`src/rtl/uart_tx_fifo.sv`:
```
`timescale 1ns/1ps
// UART transmitter fed by a small FIFO: words queue through send/ready and leave
// as back-to-back frames with configurable width, parity and stop bits.
module uart_tx_fifo #(
  parameter int CLK        = 1,
  parameter int BAUD_RATE  = 1000000,
  parameter int DATA_BITS  = 8,
  parameter int PARITY     = 0,
  parameter int STOP_BITS  = 1,
  parameter int FIFO_DEPTH = 4
) (
  input  logic                          clk,
  input  logic                          res,
  input  logic                          send,
  input  logic [DATA_BITS-1:0]          data,
  output logic                          ready,
  output logic                          tx,
  output logic                          busy,
  output logic [$clog2(FIFO_DEPTH):0]   level
);

  localparam int DIV   = CLK * 1_000_000 / BAUD_RATE;
  localparam int CNT_W = (DIV > 1) ? $clog2(DIV) : 1;
  localparam int PTR_W = $clog2(FIFO_DEPTH);
  localparam int LVL_W = PTR_W + 1;
  localparam int BIT_W = $clog2(DATA_BITS);

  if (DIV < 1) begin : g_div_err
    $error("uart_tx_fifo: CLK*1e6/BAUD_RATE must be at least 1");
  end
  if (DATA_BITS < 5 || DATA_BITS > 9 || PARITY > 2 || STOP_BITS < 1 || STOP_BITS > 2) begin : g_cfg_err
    $error("uart_tx_fifo: unsupported frame format");
  end

  typedef enum logic [2:0] {S_IDLE, S_START, S_DATA, S_PARITY, S_STOP} state_t;

  state_t               state_q;
  logic [CNT_W-1:0]     baud_q;
  logic [BIT_W-1:0]     bit_q;
  logic                 stop_q;
  logic                 tx_q;
  logic [DATA_BITS-1:0] mem_q [FIFO_DEPTH];
  logic [PTR_W-1:0]     wr_ptr_q, rd_ptr_q;
  logic [LVL_W-1:0]     level_q, level_d;
  logic [DATA_BITS-1:0] shift_q;
  logic                 parity_q;

  logic baud_last, stop_done, push, pop, shift_en;

  assign ready     = (level_q != LVL_W'(FIFO_DEPTH));
  assign push      = send && ready;
  assign baud_last = (baud_q == CNT_W'(DIV - 1));
  assign stop_done = (state_q == S_STOP) && baud_last && (stop_q == 1'(STOP_BITS - 1));
  // Pop either from idle or on the last stop cycle, so queued frames leave without a gap.
  assign pop       = (level_q != '0) && ((state_q == S_IDLE) || stop_done);
  assign shift_en  = baud_last && ((state_q == S_START) || (state_q == S_DATA));

  always_comb begin
    level_d = level_q;
    case ({push, pop})
      2'b10:   level_d = level_q + 1'b1;
      2'b01:   level_d = level_q - 1'b1;
      default: level_d = level_q;
    endcase
  end

  always_ff @(posedge clk or posedge res) begin
    if (res) begin
      wr_ptr_q <= '0;
      rd_ptr_q <= '0;
      level_q  <= '0;
    end else begin
      if (push) wr_ptr_q <= wr_ptr_q + 1'b1;
      if (pop)  rd_ptr_q <= rd_ptr_q + 1'b1;
      level_q <= level_d;
    end
  end

  always_ff @(posedge clk) begin
    if (push) mem_q[wr_ptr_q] <= data;
  end

  always_ff @(posedge clk) begin
    if (pop) begin
      shift_q  <= mem_q[rd_ptr_q];
      parity_q <= (PARITY == 1) ? ~^mem_q[rd_ptr_q] : ^mem_q[rd_ptr_q];
    end else if (shift_en) begin
      shift_q <= shift_q >> 1;
    end
  end

  // shift_q[0] always holds the next data bit to drive once START/DATA ends.
  always_ff @(posedge clk or posedge res) begin
    if (res) begin
      state_q <= S_IDLE;
      baud_q  <= '0;
      bit_q   <= '0;
      stop_q  <= 1'b0;
      tx_q    <= 1'b1;
    end else begin
      case (state_q)
        S_IDLE: begin
          baud_q <= '0;
          tx_q   <= 1'b1;
          if (pop) begin
            state_q <= S_START;
            tx_q    <= 1'b0;
          end
        end
        S_START: begin
          if (baud_last) begin
            baud_q  <= '0;
            bit_q   <= '0;
            state_q <= S_DATA;
            tx_q    <= shift_q[0];
          end else begin
            baud_q <= baud_q + 1'b1;
          end
        end
        S_DATA: begin
          if (baud_last) begin
            baud_q <= '0;
            if (bit_q == BIT_W'(DATA_BITS - 1)) begin
              if (PARITY != 0) begin
                state_q <= S_PARITY;
                tx_q    <= parity_q;
              end else begin
                state_q <= S_STOP;
                stop_q  <= 1'b0;
                tx_q    <= 1'b1;
              end
            end else begin
              bit_q <= bit_q + 1'b1;
              tx_q  <= shift_q[0];
            end
          end else begin
            baud_q <= baud_q + 1'b1;
          end
        end
        S_PARITY: begin
          if (baud_last) begin
            baud_q  <= '0;
            state_q <= S_STOP;
            stop_q  <= 1'b0;
            tx_q    <= 1'b1;
          end else begin
            baud_q <= baud_q + 1'b1;
          end
        end
        S_STOP: begin
          if (baud_last) begin
            baud_q <= '0;
            if (stop_done) begin
              if (pop) begin
                state_q <= S_START;
                tx_q    <= 1'b0;
              end else begin
                state_q <= S_IDLE;
                tx_q    <= 1'b1;
              end
            end else begin
              stop_q <= 1'b1;
            end
          end else begin
            baud_q <= baud_q + 1'b1;
          end
        end
        default: begin
          state_q <= S_IDLE;
          tx_q    <= 1'b1;
        end
      endcase
    end
  end

  assign tx    = tx_q;
  assign busy  = (state_q != S_IDLE);
  assign level = level_q;

endmodule

```
`config.mk`:
```
export PLATFORM = sky130hd
export DESIGN_NAME = uart_tx_fifo
export DESIGN_NICKNAME = d
export VERILOG_FILES = /design/src/rtl/uart_tx_fifo.sv
export SDC_FILE = /design/constraint.sdc
export NUM_CORES = 1
export LEC_CHECK = 0
export ABC_AREA = 1
export ABC_CLOCK_PERIOD_IN_PS = 2020
export BUFFER_PORTS_ARGS = -buffer_cell sky130_fd_sc_hd__buf_2
export CAP_MARGIN = 20
export CORE_UTILIZATION = 50
export CTS_CLUSTER_DIAMETER = 120
export DETAILED_ROUTE_END_ITERATION = 16
export GPL_TIMING_DRIVEN = 0
export PLACE_DENSITY = 0.8
export RECOVER_POWER = 100
export SYNTH_ARGS = -nofsm -noshare
export SYNTH_HDL_FRONTEND = slang
export SYNTH_SLANG_ARGS = --single-unit
export TNS_END_PERCENT = 50
```
`constraint.sdc`:
```
create_clock -name clk -period 2.02 [get_ports clk]
set_input_delay 0.202 -clock clk [delete_from_list [all_inputs] [get_ports clk]]
set_output_delay 0.202 -clock clk [all_outputs]
set_load 0.02 [all_outputs]
```
==> impl_metrics.yaml, run 1 <==
synthesis:
  synth.avg_cell_area_um2: 11.5
  async_reset_ff_frac: 0.273
  syn-num-nets: 224
  synth_top_family_by_area: "simple AND/OR/NAND/NOR gates"
  synth_flop_cell: "edfxtp_1"
  synth_adder_area_share: 0.0455
  yosysSeqAreaShare: 0.668
  yosys.cell_types.count: 24
  synth_compound_area_frac: 0.0768
  yosys_register_bits: 55
  syn-cell-area_um2: 2360
  synthMuxAreaShare: 0
  synthCells: 205
  synth_edf_count: 40
  synth-xor-area-share: 0.0185
  yosysWarningCount: 0
  synth-simple-area-share: 0.142
run_status:
  status: "finished clean"
global_routing:
  grt_overflow: 0
  grt_pass1_vias: 1455
  grt_start_max_net_pins: 18
  grt_pass1_wl_um: 7010
  grt.total_usage: 0.187
  antenna_found_initial: 0
power_and_ir_drop:
  p_per_area_nw_per_um2: 1650
  max-vdd-ir-drop_mv: 0.875
  totalPowerFinal_uw: 4490
  p_leak_uw: 0.00113
layout:
  nFillCells: 352
  layoutNonFillerInstCount: 289
  layout.nets: 255
  antennaDiodeCount: 0
  drive_gt1_frac: 0.203
  synthToLayoutAreaGrowth_pct: 15.2
  stdcell_area_um2: 2720
route:
  avgRoutedWirePerCell_um: 14.5
  drt-initial-drc-count: 67
  drc: 0
  vias: 1525
  via_per_inst: 5.28
  finalWirelength_um: 4200
  drtAntennaViolNets: 0
  dr.pass1.iters: 4
die:
  io_pins: 17
  rows: 24
  die_h_um: 70.8
  dieArea_um2: 5010
  die-width_um: 70.8
  core_um2: 4440
  start_util: 0.532
setup_path:
  critical_path_class: "reg -> reg"
  critPathLaunchType: "flop"
  cp.required_ps: 2220
  end_kind: "flop"
  crit_path_max_fanout: 10
  cp_data_arrival_time_ps: 2130
timing:
  tightest_slew_ps: 791
  slew_headroom: 0.471
  period_share: 0.958
  setup_slack_ps: 85.1
  fin_crit_ps: 1930
  slew_viol_final: 0
  setup_viol: 0
  fmax_mhz: 517
  skew_ps: 7.15
  tns_ps: 0
  rsz0062_at_grt: "true"
  final-hold-violation-count: 0
clock_network:
  clockBufferDepth: 2
  cts_tree: "built"
  htreeDepth: 2
  cts.reportedPaths.clkPinSlew_ps: 100
  clkSinkCount: 55
  cts_buffers: 5
  cts-root-buf: "clkbuf_8"
  clk_latency_ps: 310
placed_design:
  gp_congestion: 0.806
  place.detailed.hpwl_um: 2720
  place_area_um2: 2510
  dp_cells: 273
  pre_cts_slack_ps: -149
  port_buffers: 16
run:
  drv_cap: 0
hold_path:
  min_path_type: "in -> reg"
==> cells in the final DEF, fill, tap and decap left out, types with 4 or more instances in the layout <==
cell and instances:
edfxtp_1 40, nand2_2 6, clkbuf_8 5, xor2_1 4
clkbuf_1 8, ha_1 7, buf_4 9, nand2_1 29
nand3_1 8, inv_1 18, a21oi_1 7, buf_2 9
o22ai_1 7, o21ai_1 4, dfrtp_1 12, o21ai_0 15
nor2_1 26, inv_2 5
==> logic make-up (layout without fill, tap and decap cells) <==
family / count (synthesis) / count (layout)
buf+inv: 27 / 59
compound gates: 34 / 34
simple gates: 76 / 76
fa+ha+maj: 8 / 8
xor+xnor: 5 / 5
flops: 55 / 55
==> state kept, by name, summed over array words and instances, names as in the netlist <==
signal    cells
state_q       3
bit_q         3
level         3
mem_q        32
stop_q        1
rd_ptr_q      2
wr_ptr_q      2
tx            1
shift_q       8
==> cell usage after synthesis, types with 2 or more instances <==
cell	number	area (um^2)
nor2_4	2	22.5
nand3_2	2	20.0
inv_1	18	67.6
dfrtp_1	14	350
edfxtp_1	40	1200
o21ai_1	3	15.0
inv_2	5	18.8
xor2_1	4	35.0
nand2_1	32	120
nor2_1	27	101
a21oi_1	7	35.0
nor2_2	2	12.5
buf_4	2	15.0
o22ai_1	7	43.8
nand3_1	8	40.0
o21ai_0	16	80.1
ha_1	7	87.6
nand2_2	3	18.8
==> routing by layer <==
metal | wire [um] | vias to the layer above | track usage
li1 | - | 754 | -
met2 | 2120 | 32 | 0.315
met4 | 65 | 0 | 0.0756
met1 | 1850 | 734 | 0.239
met3 | 167 | 5 | 0.0385
met5 | 0 | - | 0
==> per-stage QoR <==
step / utilization / hold slack [ps]
after CTS: 0.606 / 96.7
after detailed placement: 0.565 / 291
after floorplan: - / 103
final: 0.613 / 149
after global routing: 0.613 / 146
after global placement: 0.565 / 281
==> report_power, final <==
group	internal [uW]	switching (uW)	total (uW)	leakage (uW)
combinational	649	1140	1790	0.000513
sequential	1670	170	1840	0.000556
clock	494	360	854	0.0000644
==> worst max-delay path: stages (launching register included) <==
cell     delay (ps)
dfrtp_1         410
nor2_2           70
nand2_2         110
nand3_4          80
buf_6           150
inv_1            60
ha_1            130
inv_1            60
fa_1            380
a21oi_1         140
o21ai_1          90
xor2_1          150
==> final cells by class <==
type                            instances  area, um^2  area share
Buffer                                  4        31.3      0.0115
Clock buffer                            5        68.8      0.0253
Clock inverter                          3        67.6      0.0248
Inverter                               23        86.3      0.0317
Multi-Input combinational cell        123         691       0.254
Sequential cell                        55        1580       0.580
Tap cell                               52        65.1      0.0239
Timing Repair Buffer                   24         133      0.0487
==> repair_timing <==
item | 4_1_cts | 5_1_grt
buffers inserted | 2 | 5
resized for setup | 6 | 1
cloned | 0 | 0
pin swaps | 2 | 1
endpoints found under the hold margin | 14 | 0
hold buffers | 1 | 0
endpoints found under the setup margin | 2 | 2
==> final timing paths <==
kind,slack (ps),from,to,depth (start not counted)
hold reg to reg,500,bit_q[0],bit_q[0],1
max in group asynchronous,1110,res,level[0],3
setup / recovery,90,level[1],level[2],11
min in group asynchronous,490,res,bit_q[1],3
hold / removal,150,data[6],mem_q[3][6],1
setup reg to reg,90,level[1],level[2],11
No activity file was read; power rests on OpenSTA's default activity.
==> inputs of run 2 (changes only) <==
--- a/config.mk
+++ b/config.mk
@@ -7,5 +7,5 @@
 export LEC_CHECK = 0
 export ABC_AREA = 1
-export ABC_CLOCK_PERIOD_IN_PS = 2020
+export ABC_CLOCK_PERIOD_IN_PS = 2300
 export BUFFER_PORTS_ARGS = -buffer_cell sky130_fd_sc_hd__buf_2
 export CAP_MARGIN = 20
@@ -14,5 +14,5 @@
 export DETAILED_ROUTE_END_ITERATION = 16
 export GPL_TIMING_DRIVEN = 0
-export PLACE_DENSITY = 0.8
+export PLACE_DENSITY = 0.77
 export RECOVER_POWER = 100
 export SYNTH_ARGS = -nofsm -noshare
==> constraint.sdc (replaced) <==
create_clock -name clk -period 2.3 [get_ports clk]
set_input_delay 0.23 -clock clk [delete_from_list [all_inputs] [get_ports clk]]
set_output_delay 0.23 -clock clk [all_outputs]
set_load 0.005 [all_outputs]
==> impl_metrics.yaml, run 2 (synthesis gave the netlist of run 1 again) <==
run_status:
  status: "finished with violations"
  violations: "DRC, hold timing"
layout:
  regMostFlops: "mem_q"
  top_regs: "mem_q x32, shift_q x8"
  largest_reg_flops: 32
  final_cell_mix: "edfxtp_1, nand2_1, nor2_1, inv_1, o21ai_0"
  antennaDiodeCount: 0
  layoutNonFillerInstCount: 281
  drive_gt1_frac: 0.127
  layout.nets: 247
  layout_commonest_cell: "edfxtp_1"
  nFillCells: 381
  stdcell_area_um2: 2580
  synthToLayoutAreaGrowth_pct: 9.11
setup_path:
  r2r-end: "level[2]"
  critical_path_class: "reg -> reg"
  cp.required_ps: 2480
  crit_path_max_fanout: 10
  r2r_setup_slack_ps: 220
  rr_worst_depth: 10
  cp_data_arrival_time_ps: 2260
  critPathLaunchType: "flop"
  r2r_start: "state_q[1]"
  end_kind: "flop"
route:
  drtAntennaViolNets: 0
  dr.pass1.iters: 10
  drt-initial-drc-count: 123
  drc: 2
  avgRoutedWirePerCell_um: 14.1
  via_per_inst: 5.26
  finalWirelength_um: 3950
  vias: 1477
timing:
  whs_ps: -24.5
  rsz0062_at_grt: "false"
  fmax_mhz: 481
  period_share: 0.904
  skew_ps: 7.64
  slew_headroom: 0.488
  final-hold-violation-count: 14
  fin_crit_ps: 2080
  slew_viol_final: 0
  tightest_slew_ps: 765
  tns_ps: 0
  setup_viol: 0
placed_design:
  place.detailed.hpwl_um: 2710
  place_area_um2: 2510
  gp_congestion: 0.788
  dp_cells: 273
  port_buffers: 16
clock_network:
  clk_latency_ps: 300
  clkSinkCount: 55
  clockBufferDepth: 2
  cts_hold_buf: 0
  cts.reportedPaths.clkPinSlew_ps: 100
  cts-root-buf: "clkbuf_8"
  cts_buffers: 5
  htreeDepth: 2
  cts_tree: "built"
die:
  die_h_um: 70.8
  start_util: 0.532
  core_um2: 4440
  rows: 24
  die-width_um: 70.8
  io_pins: 17
  dieArea_um2: 5010
global_routing:
  grt_start_max_net_pins: 18
  grt_pass1_wl_um: 6770
  grt.total_usage: 0.178
  antenna_found_initial: 0
  grt_pass1_vias: 1434
  grt_overflow: 0
hold_path:
  min_path_type: "in -> async"
run:
  drv_cap: 0
power_and_ir_drop:
  p_leak_uw: 0.00107
  max-vdd-ir-drop_mv: 0.617
  p_per_area_nw_per_um2: 1350
## run 2: cell types whose count changed in the layout (fill, tap and decap cells not counted), moves of 3 or more
cell,before,now
buf_4,9,1
nand2_1,29,33
nand2_2,6,2
o21ai_0,15,18
o21ai_1,4,1
## run 2: repair_timing
item,4_1_cts,5_1_grt
setup endpoints to repair,0,1
gates resized for setup,0,1
buffers inserted,0,0
## run 2: power by group
group          leakage (uW)  switching [uW]  internal (uW)
clock network     0.0000418             311            219
registers          0.000558             151           1470
logic              0.000469             865            458
## run 2: cell type report
| class | count | area [um^2] | share of cell area |
|---|---|---|---|
| flip-flops and latches | 55 | 1580 | 0.612 |
| well taps | 52 | 65.1 | 0.0252 |
| clock inverters | 2 | 16.3 | 0.00631 |
| multi-input cells | 123 | 663 | 0.257 |
| repair buffers | 16 | 70.1 | 0.0272 |
| plain buffers | 4 | 27.5 | 0.0107 |
| inverters | 23 | 86.3 | 0.0335 |
| clock buffers | 6 | 72.6 | 0.0281 |
## run 2: worst max path at each step
| stage | start | end | slack (ps) | depth (start not counted) |
|---|---|---|---|---|
| final | state_q[1] | level[2] | 220 | 10 |
| after global routing | level[0] | level[2] | 20 | 11 |
| after CTS | state_q[1] | level[2] | 140 | 10 |
| after detailed placement | state_q[1] | level[2] | 160 | 10 |
| after global placement | state_q[1] | level[2] | 200 | 10 |
| after floorplan | state_q[1] | level[2] | 340 | 10 |
## run 2: stage by stage
step	total power [uW]	util	setup slack [ps]
3_5_place_dp	2990	0.564	162
3_3_place_gp	2920	0.564	198
4_1_cts	3520	0.584	141
2_1_floorplan	2610	-	337
5_1_grt	3750	0.580	23.4
6_report	3470	0.580	221
## run 2: worst max-delay path, cell delays in order, from the launching register on
cell and delay [ps]:
dfrtp_1 430, nor2_4 170, nand3_2 160, buf_6 180, inv_1 50, ha_1 130
inv_1 70, fa_1 370, a21oi_1 140, o21ai_0 110, xor2_1 150
## run 2: metal layers
layer	vias to the layer above	track usage	wire (um)
met5	-	0	0
met4	0	0.0578	36
met3	5	0.0385	166
met2	29	0.294	1950
met1	710	0.237	1800
li1	733	-	-
==> inputs of run 3 (changes only) <==
RECOVER_POWER = 50   (was 100)
==> impl_metrics.yaml, run 3 (synthesis gave the netlist of run 1 again) <==
setup_path:
  crit_start: "state_q[1]"
  slowest_stage: "dfrtp_1"
  cp_data_arrival_time_ps: 2260
  worst_path_most_repeated_cell: "inv_1"
  critical_path_class: "reg -> reg"
  critPathLaunchType: "flop"
  cp.required_ps: 2480
  r2r-end: "level[2]"
  rr_worst_depth: 10
  crit_chain: "nor2_4, nand3_2, buf_6, inv_1, ha_1, inv_1, fa_1, a21oi_1, o21ai_0, xor2_1"
  crit_path_max_fanout: 10
  r2r_setup_slack_ps: 220
  end_kind: "flop"
  cpPeakStageDelay_ps: 430
  r2r_start: "state_q[1]"
layout:
  top_regs: "mem_q x32, shift_q x8"
  layout.nets: 247
  regMostFlops: "mem_q"
  final_cell_mix: "edfxtp_1, nand2_1, nor2_1, inv_1, o21ai_0"
  antennaDiodeCount: 0
  nFillCells: 380
  layout_commonest_cell: "edfxtp_1"
  synthToLayoutAreaGrowth_pct: 9.37
  stdcell_area_um2: 2580
  largest_reg_flops: 32
  drive_gt1_frac: 0.135
placed_design:
  place.detailed.hpwl_um: 2710
  port_buffers: 16
  place_area_um2: 2510
  gp_congestion: 0.788
route:
  via_per_inst: 5.30
  drtAntennaViolNets: 0
  drt-initial-drc-count: 111
  drc: 2
  avgRoutedWirePerCell_um: 14.1
  dr.pass1.iters: 10
  vias: 1490
  finalWirelength_um: 3970
die:
  dieArea_um2: 5010
  core_um2: 4440
  start_util: 0.532
  die-width_um: 70.8
  rows: 24
  io_pins: 17
  die_h_um: 70.8
global_routing:
  grt_start_max_net_pins: 18
  grt_pass1_wl_um: 6770
  grt.total_usage: 0.178
  grt_overflow: 0
  grt_pass1_vias: 1434
  antenna_found_initial: 0
clock_network:
  clockBufferDepth: 2
  htreeDepth: 2
  cts_tree: "built"
  cts.reportedPaths.clkPinSlew_ps: 100
  clk_latency_ps: 300
  clkSinkCount: 55
  cts_buffers: 5
  cts_hold_buf: 0
  cts-root-buf: "clkbuf_8"
power_and_ir_drop:
  p_comb_frac: 0.384
  clkPwrFrac: 0.152
  p_per_area_nw_per_um2: 1350
  p_leak_uw: 0.00107
  switchingPower_uw: 1340
  pwr-share-seq: 0.464
  switching_share: 0.383
  intPower_uw: 2150
  max-vdd-ir-drop_mv: 0.617
timing:
  setup_viol: 0
  final-hold-violation-count: 14
  skew_ps: 7.69
  slew_viol_final: 0
  period_share: 0.904
  fmax_mhz: 481
  tns_ps: 0
  slew_headroom: 0.480
  rsz0062_at_grt: "false"
  tightest_slew_ps: 777
  whs_ps: -24.9
  fin_crit_ps: 2080
run:
  drv_cap: 0
hold_path:
  min_path_type: "in -> async"
run_status:
  violations: "DRC, hold timing"
  status: "finished with violations"
[run 3: cell count changes in the layout (fill, tap and decap cells not counted)]
cell	previous run	this run
nand2_1	33	32
clkbuf_1	10	9
o21ai_0	18	16
nand2_2	2	3
o21ai_1	1	3
buf_4	1	2
[run 3: layout make-up]
cell class                 count  area (um^2)  area share
tap                           52         65.1      0.0252
clock buffer                   6         72.6      0.0281
inverter                      23         86.3      0.0334
buffer                         4         31.3      0.0121
timing repair buffer          16         70.1      0.0271
sequential                    55         1580       0.610
clock inverter                 2         16.3     0.00629
multi-input combinational    123          666       0.258
[run 3: timing repair]
action | CTS | global route
buffers inserted | 0 | 0
resized for setup | 0 | 1
endpoints found under the setup margin | 0 | 1
[run 3: power by group through the flow]
stage | sequential, uW | combinational (uW) | clock [uW]
after floorplan | 1600 | 1010 | 0
after global placement | 1630 | 1300 | 0
after detailed placement | 1640 | 1350 | 0
after CTS | 1620 | 1360 | 540
after global routing | 1650 | 1540 | 573
final | 1620 | 1340 | 531
[run 3: worst max-delay path by stage]
| stage | to | slack, ps |
|---|---|---|
| 2_1_floorplan | level[2] | 340 |
| 3_3_place_gp | level[2] | 200 |
| 3_5_place_dp | level[2] | 160 |
| 4_1_cts | level[2] | 140 |
| 5_1_grt | level[2] | 20 |
| 6_report | level[2] | 220 |
[run 3: critical path: cells and delay by family, from the launching register on]
family                     cells  cell delay [ps]
and+or+nand+nor                2              330
DFF                            1              430
buffers and inverters          3              300
adders and majority gates      2              500
xor gates and xnor gates       1              150
AOI/OAI and AO/OA              2              250
[run 3: layer usage]
| metal | part of all wire | vias to the layer above | routed length (um) | GRT usage |
|---|---|---|---|---|
| li1 | - | 735 | - | - |
| met1 | 0.46 | 710 | 1810 | 0.237 |
| met2 | 0.49 | 40 | 1940 | 0.294 |
| met3 | 0.048 | 5 | 189 | 0.0385 |
| met4 | 0.0091 | 0 | 36 | 0.0578 |
| met5 | 0 | - | 0 | 0 |
[run 3: per-stage QoR]
| stage | hold slack (ps) | instances | total power (uW) | worst slack (ps) | util |
|---|---|---|---|---|---|
| after floorplan | 131 | 205 | 2610 | 337 | - |
| after global placement | 309 | 273 | 2920 | 198 | 0.564 |
| after detailed placement | 337 | 273 | 2990 | 162 | 0.564 |
| after CTS | 5.62 | 281 | 3520 | 141 | 0.584 |
| after global routing | 29.5 | 281 | 3770 | 23.4 | 0.582 |
| final | -24.9 | 281 | 3490 | 220 | 0.582 |
